### src/rtl/flash_pkg.sv
// Shared definitions for the flash ADC thermometer decoder: default comparator
// count, output code width helper and the calibration-gating FSM states.
package flash_pkg;

    localparam int N_CMP_DEF = 32;

    typedef enum logic [1:0] {
        ST_WAIT_CAL = 2'd0,
        ST_SETTLE   = 2'd1,
        ST_RUN      = 2'd2
    } flash_state_t;

    function automatic int code_w(input int n_cmp);
        return $clog2(n_cmp + 1);
    endfunction

endpackage

### src/rtl/flash_bubble_fix.sv
// Combinational bubble suppression: three-input majority vote across each
// thermometer bit and its neighbours, plus a flag when any bit was changed.
module flash_bubble_fix
    import flash_pkg::*;
#(
    parameter int N_CMP = N_CMP_DEF
) (
    input  logic [N_CMP-1:0] t,
    output logic [N_CMP-1:0] t_fix,
    output logic             mismatch
);

    // Virtual comparator below the lowest threshold always fires, the one above
    // the highest never does.
    logic [N_CMP+1:0] ext;

    always_comb begin
        ext   = {1'b0, t, 1'b1};
        t_fix = '0;
        for (int i = 0; i < N_CMP; i++) begin
            t_fix[i] = (ext[i] & ext[i+1]) | (ext[i] & ext[i+2]) | (ext[i+1] & ext[i+2]);
        end
        mismatch = (t_fix != t);
    end

endmodule

### src/rtl/flash_decoder.sv
// Flash ADC thermometer-to-binary decoder: waits for a settled calibration flag,
// then captures, bubble-corrects and popcounts comparator samples in 3 stages.
module flash_decoder
    import flash_pkg::*;
#(
    parameter  int N_CMP      = N_CMP_DEF,
    parameter  int CAL_SETTLE = 4,
    parameter  int ERR_W      = 16,
    localparam int CODE_W     = code_w(N_CMP)
) (
    input  logic              clk,
    input  logic              rst,
    input  logic [N_CMP-1:0]  Q,
    input  logic              rdy_cal,
    input  logic              sample_en,
    input  logic              err_clr,
    output logic [CODE_W-1:0] code,
    output logic              code_vld,
    output logic              ovr,
    output logic              udr,
    output logic              bubble,
    output logic [ERR_W-1:0]  err_cnt,
    output logic              running
);

    localparam int CNT_W = (CAL_SETTLE < 2) ? 1 : $clog2(CAL_SETTLE + 1);

    function automatic logic [CODE_W-1:0] popcount(input logic [N_CMP-1:0] t);
        logic [CODE_W-1:0] acc;
        acc = '0;
        for (int i = 0; i < N_CMP; i++) begin
            acc = acc + CODE_W'(t[i]);
        end
        return acc;
    endfunction

    function automatic logic [ERR_W-1:0] sat_inc(input logic [ERR_W-1:0] v);
        return (&v) ? v : v + ERR_W'(1);
    endfunction

    flash_state_t      state_q;
    logic [CNT_W-1:0]  settle_cnt;

    logic              vld_p0;
    logic              vld_p1;
    logic [N_CMP-1:0]  q_p0;
    logic [N_CMP-1:0]  t_p1;
    logic              bub_p1;

    logic [N_CMP-1:0]  t_fix;
    logic              fix_err;
    logic [CODE_W-1:0] cnt_p1;
    logic              cap;
    logic              drop;
    logic              emit;

    // Losing calibration while running flushes every in-flight sample, including
    // the one that would otherwise reach the outputs on this same edge.
    assign drop   = (state_q == ST_RUN) && !rdy_cal;
    assign cap    = (state_q == ST_RUN) && rdy_cal && sample_en;
    assign emit   = vld_p1 && !drop;
    assign cnt_p1 = popcount(t_p1);

    always_ff @(posedge clk) begin
        if (rst) begin
            state_q    <= ST_WAIT_CAL;
            settle_cnt <= '0;
            running    <= 1'b0;
        end else begin
            case (state_q)
                ST_WAIT_CAL: begin
                    if (rdy_cal) begin
                        settle_cnt <= CNT_W'(1);
                        if (CAL_SETTLE <= 1) begin
                            state_q <= ST_RUN;
                            running <= 1'b1;
                        end else begin
                            state_q <= ST_SETTLE;
                        end
                    end
                end
                ST_SETTLE: begin
                    if (!rdy_cal) begin
                        state_q    <= ST_WAIT_CAL;
                        settle_cnt <= '0;
                    end else if (settle_cnt == CNT_W'(CAL_SETTLE - 1)) begin
                        state_q    <= ST_RUN;
                        settle_cnt <= CNT_W'(CAL_SETTLE);
                        running    <= 1'b1;
                    end else begin
                        settle_cnt <= settle_cnt + CNT_W'(1);
                    end
                end
                ST_RUN: begin
                    if (!rdy_cal) begin
                        state_q    <= ST_WAIT_CAL;
                        settle_cnt <= '0;
                        running    <= 1'b0;
                    end
                end
                default: begin
                    state_q    <= ST_WAIT_CAL;
                    settle_cnt <= '0;
                    running    <= 1'b0;
                end
            endcase
        end
    end

    flash_bubble_fix #(
        .N_CMP (N_CMP)
    ) u_bubble_fix (
        .t        (q_p0),
        .t_fix    (t_fix),
        .mismatch (fix_err)
    );

    always_ff @(posedge clk) begin
        // p0: raw comparator capture
        if (cap) begin
            q_p0 <= Q;
        end
        // p1: bubble-corrected thermometer
        if (vld_p0) begin
            t_p1   <= t_fix;
            bub_p1 <= fix_err;
        end
    end

    always_ff @(posedge clk) begin
        if (rst) begin
            vld_p0   <= 1'b0;
            vld_p1   <= 1'b0;
            code_vld <= 1'b0;
            code     <= '0;
            ovr      <= 1'b0;
            udr      <= 1'b0;
            bubble   <= 1'b0;
            err_cnt  <= '0;
        end else begin
            vld_p0   <= cap;
            vld_p1   <= vld_p0 && !drop;
            // p2: binary code and range flags
            code_vld <= emit;
            if (emit) begin
                code   <= cnt_p1;
                ovr    <= (cnt_p1 == CODE_W'(N_CMP));
                udr    <= (cnt_p1 == '0);
                bubble <= bub_p1;
            end
            if (err_clr) begin
                err_cnt <= '0;
            end else if (emit && bub_p1) begin
                err_cnt <= sat_inc(err_cnt);
            end
        end
    end

endmodule

### config.mk
export PLATFORM = sky130hd
export DESIGN_NAME = flash_decoder
export DESIGN_NICKNAME = d
export VERILOG_FILES = /design/src/rtl/flash_pkg.sv /design/src/rtl/flash_bubble_fix.sv /design/src/rtl/flash_decoder.sv
export SDC_FILE = /design/constraint.sdc
export NUM_CORES = 1
export LEC_CHECK = 0
export BUFFER_PORTS_ARGS = -buffer_cell sky130_fd_sc_hd__clkbuf_2
export CAP_MARGIN = 15
export CORE_ASPECT_RATIO = 1.1
export CORE_MARGIN = 10
export CORE_UTILIZATION = 60
export DETAILED_ROUTE_END_ITERATION = 16
export MAX_ROUTING_LAYER = met4
export PLACE_DENSITY_LB_ADDON = 0.25
export SETUP_SLACK_MARGIN = 0.4
export SLEW_MARGIN = 20
export SYNTH_ARGS = -nofsm -noshare
export SYNTH_HDL_FRONTEND = slang
export SYNTH_SLANG_ARGS = --single-unit
export TNS_END_PERCENT = 5
### constraint.sdc
create_clock -name clk -period 14.8 [get_ports clk]
set_clock_uncertainty 0.1 [all_clocks]
set_input_delay 1.48 -clock clk [delete_from_list [all_inputs] [get_ports clk]]
set_output_delay 1.48 -clock clk [all_outputs]
set_load 0.05 [all_outputs]
==> flow_summary.json <==
{
  "cts.htree.levels": 3,
  "hold_buffers": 0,
  "crit_start": "t_p1[1]$_DFFE_PP_",
  "drive_above_1_share": 0.184,
  "cp_num_buf_inv": 2,
  "diodes": 0,
  "rsz0062_at_grt": "no",
  "busiest_layer": "met2",
  "cts-root-buf": "clkbuf_8",
  "io_buffers": 63,
  "setup_viol_count_final": 0,
  "drc": 0,
  "area.growth.synth_to_final_pct": 12.3,
  "cpMostUsedCell": "fa_1",
  "leakage_nw": 2.20,
  "synthXorXnorAreaFrac": 0.0209,
  "ant_nets": 0,
  "worstReg2RegEnd": "ovr$_SDFFE_PP0P_",
  "clock_latency_ps": 350,
  "endpoint": "ovr$_SDFFE_PP0P_",
  "grtUsageMet3": 0.0466,
  "cts_buffer_depth": 2,
  "reg2reg_slack_ps": 9700,
  "synthSimpleGateAreaFrac": 0.122,
  "dr.pass1.iters": 4,
  "crit_family": "adder cells",
  "cp_cell_sequence": "inv_1, fa_1, fa_1, fa_1, fa_1, fa_1, fa_1, inv_1, ha_1, fa_1, xor2_1, nor3_1, nand3b_1, or2_1, o31ai_1",
  "cts_tree": "done",
  "cpMaxStageDelayCell": "fa_1",
  "gr-usage-met2": 0.271,
  "hold_class": "reg2reg",
  "grt_usage": 0.160,
  "synth-compound-area-share": 0.101,
  "cp-start-kind": "flop",
  "wl_per_cell_um": 14.8,
  "worst_ep_arrival_time_ps": 5280,
  "max_stage_delay_ps": 570,
  "final_cell_mix": "edfxtp_1 (65), clkbuf_2 (63), inv_1 (62)",
  "syn_area_per_cell_um2": 11.3,
  "synth_top_area_cell": "edfxtp_1",
  "cts_sinks": 99,
  "post_cts_resized": 0,
  "synth-edff-count": 65,
  "synth_top_area_frac": 0.389,
  "post_cts_buffers": 0,
  "overflow": 0,
  "synth.area.top_cells": "edfxtp_1 (39%), dfxtp_1 (14%), fa_1 (9.6%), maj3_1 (5.0%), inv_1 (4.6%)",
  "grt_pass1_wl_um": 15400,
  "yosys_warnings": 0,
  "final_common_cell": "edfxtp_1",
  "min_period_ps": 5100,
  "slew_headroom": 0.618,
  "via_per_inst": 5.44,
  "routabilityCongestion": 0.903,
  "nets": 578,
  "crit_fanout": 2,
  "cp.depth": 15,
  "yosys.area_share.adder": 0.170,
  "ys_seq_area_frac": 0.524,
  "die_width_um": 107,
  "hpwlAfterDp_um": 7170,
  "final-max-slew-violation-count": 0,
  "rows": 34,
  "max_slew.worst_pin.slew_ps": 568,
  "netlist_instances": 444,
  "power_per_cell_area_nw_per_um2": 84.2,
  "grt_pass1_vias": 3435,
  "synth_top_family_by_area": "adder cells",
  "dieArea_um2": 12400,
  "status": "finished clean",
  "path_class": "reg2reg",
  "start_util": 0.625,
  "numCtsBuffers": 9,
  "synth_seq_cells": 99,
  "hold_viol_final": 0,
  "chipHeight_um": 116,
  "finalSetupTns_ps": 0,
  "synth_area_um2": 5020,
  "grt_max_degree": 34,
  "wirelength_um": 9150,
  "async_flop_share": 0,
  "ff2ff_path_depth": 15,
  "cts.clk_slew.worst_paths_ps": 90,
  "synth_mux_area_frac": 0,
  "end_kind": "flop",
  "antenna_found_initial": 0,
  "syn_nets": 515,
  "required_ps": 14980,
  "reg2reg_from": "t_p1[1]$_DFFE_PP_",
  "fmax_mhz": 196,
  "synth_flop_cell": "edfxtp_1",
  "ios": 64,
  "peakVddDrop_mv": 0.0513,
  "total_power_w": 0.000474,
  "core_area_um2": 8040,
  "fin_util": 0.701,
  "via_count": 3372,
  "netlist-cell-type-count": 56,
  "finalCritPeriodShare": 0.345,
  "use_met1": 0.173,
  "drt-initial-drc-count": 111,
  "cap_violations": 0
}
==> how the worst min path moves through the flow <==
stage	from	endpoint	slack [ps]	depth (start not counted)
after global placement	ovr$_SDFFE_PP0P_	ovr$_SDFFE_PP0P_	340	2
after global routing	code[0]$_SDFFE_PP0P_	code[0]$_SDFFE_PP0P_	390	2
final	ovr$_SDFFE_PP0P_	ovr$_SDFFE_PP0P_	360	2
after CTS	ovr$_SDFFE_PP0P_	ovr$_SDFFE_PP0P_	360	2
after detailed placement	ovr$_SDFFE_PP0P_	ovr$_SDFFE_PP0P_	340	2
after floorplan	settle_cnt[2]$_SDFFE_PP0P_	settle_cnt[2]$_SDFFE_PP0P_	350	2
==> layout make-up <==
class	instances	area (um^2)
Tap cell	108	135
Timing Repair Buffer	66	338
Multi-Input combinational cell	265	2080
Clock inverter	6	73.8
Inverter	66	248
Sequential cell	99	2630
Fill cell	580	2400
Clock buffer	10	128
==> through the flow <==
step                cell area (um^2)  std cells  setup slack (ps)  hold WS (ps)
floorplan                       5020        444              9910           354
global placement                5440        604              9810           338
CTS                             5640        620              9670           360
finish                          5640        620              9700           358
detailed placement              5440        604              9690           342
global route                    5640        620              9410           387
==> sequential cells by signal, indices dropped and copies added (netlist names) <==
| name | count |
|---|---|
| bub_p1 | 1 |
| bubble | 1 |
| code | 6 |
| code_vld | 1 |
| err_cnt | 16 |
| ovr | 1 |
| q_p0 | 32 |
| running | 1 |
| settle_cnt | 3 |
| state_q | 2 |
| t_p1 | 32 |
| udr | 1 |
| vld_p0 | 1 |
| vld_p1 | 1 |
==> metal layers <==
metal	share of wire	vias up
li1	-	1677
met1	0.41	1564
met2	0.51	109
met3	0.057	22
met4	0.025	0
met5	0	-
==> cells in the mapped netlist, drive strengths merged (2+ instances only) <==
| cell type | count |
|---|---|
| maj3 | 25 |
| or2 | 5 |
| clkbuf | 7 |
| a21o | 2 |
| dfxtp | 34 |
| nand2b | 4 |
| buf | 7 |
| o211ai | 3 |
| inv | 66 |
| fa | 24 |
| ha | 10 |
| a22o | 2 |
| nand3 | 6 |
| o21ai | 11 |
| a31oi | 3 |
| and4 | 2 |
| xnor2 | 9 |
| and3 | 5 |
| nor2b | 8 |
| a32oi | 2 |
| xor2 | 3 |
| or4 | 3 |
| nand4 | 5 |
| nand2 | 29 |
| a311oi | 2 |
| a211oi | 11 |
| nor4 | 4 |
| a21oi | 30 |
| nor3 | 9 |
| nor2 | 27 |
| o221ai | 2 |
| and2 | 3 |
| edfxtp | 65 |
==> worst min-delay path, delay by kind of cell, from the launching register on <==
kind	cells	cell delay, ps
compound gates	1	50
flops	1	320
simple gates	1	50
==> power by group <==
part	leakage, nW	internal [W]	switching [W]
clock network	0.0950	0.0000802	0.0000924
logic	1.24	0.00000454	0.00000408
registers	0.861	0.000292	0.000000667
total	2.20	0.000377	0.0000972
==> logic make-up (layout without fill, tap and decap cells) <==
kind of cell    count (synthesis)  count (layout)
compound gates                 77              77
buf+inv                        80             148
flops                          99              99
fa+ha+maj                      59              59
simple gates                  117             117
xor+xnor                       12              12
No activity file was read; power rests on OpenSTA's default activity.
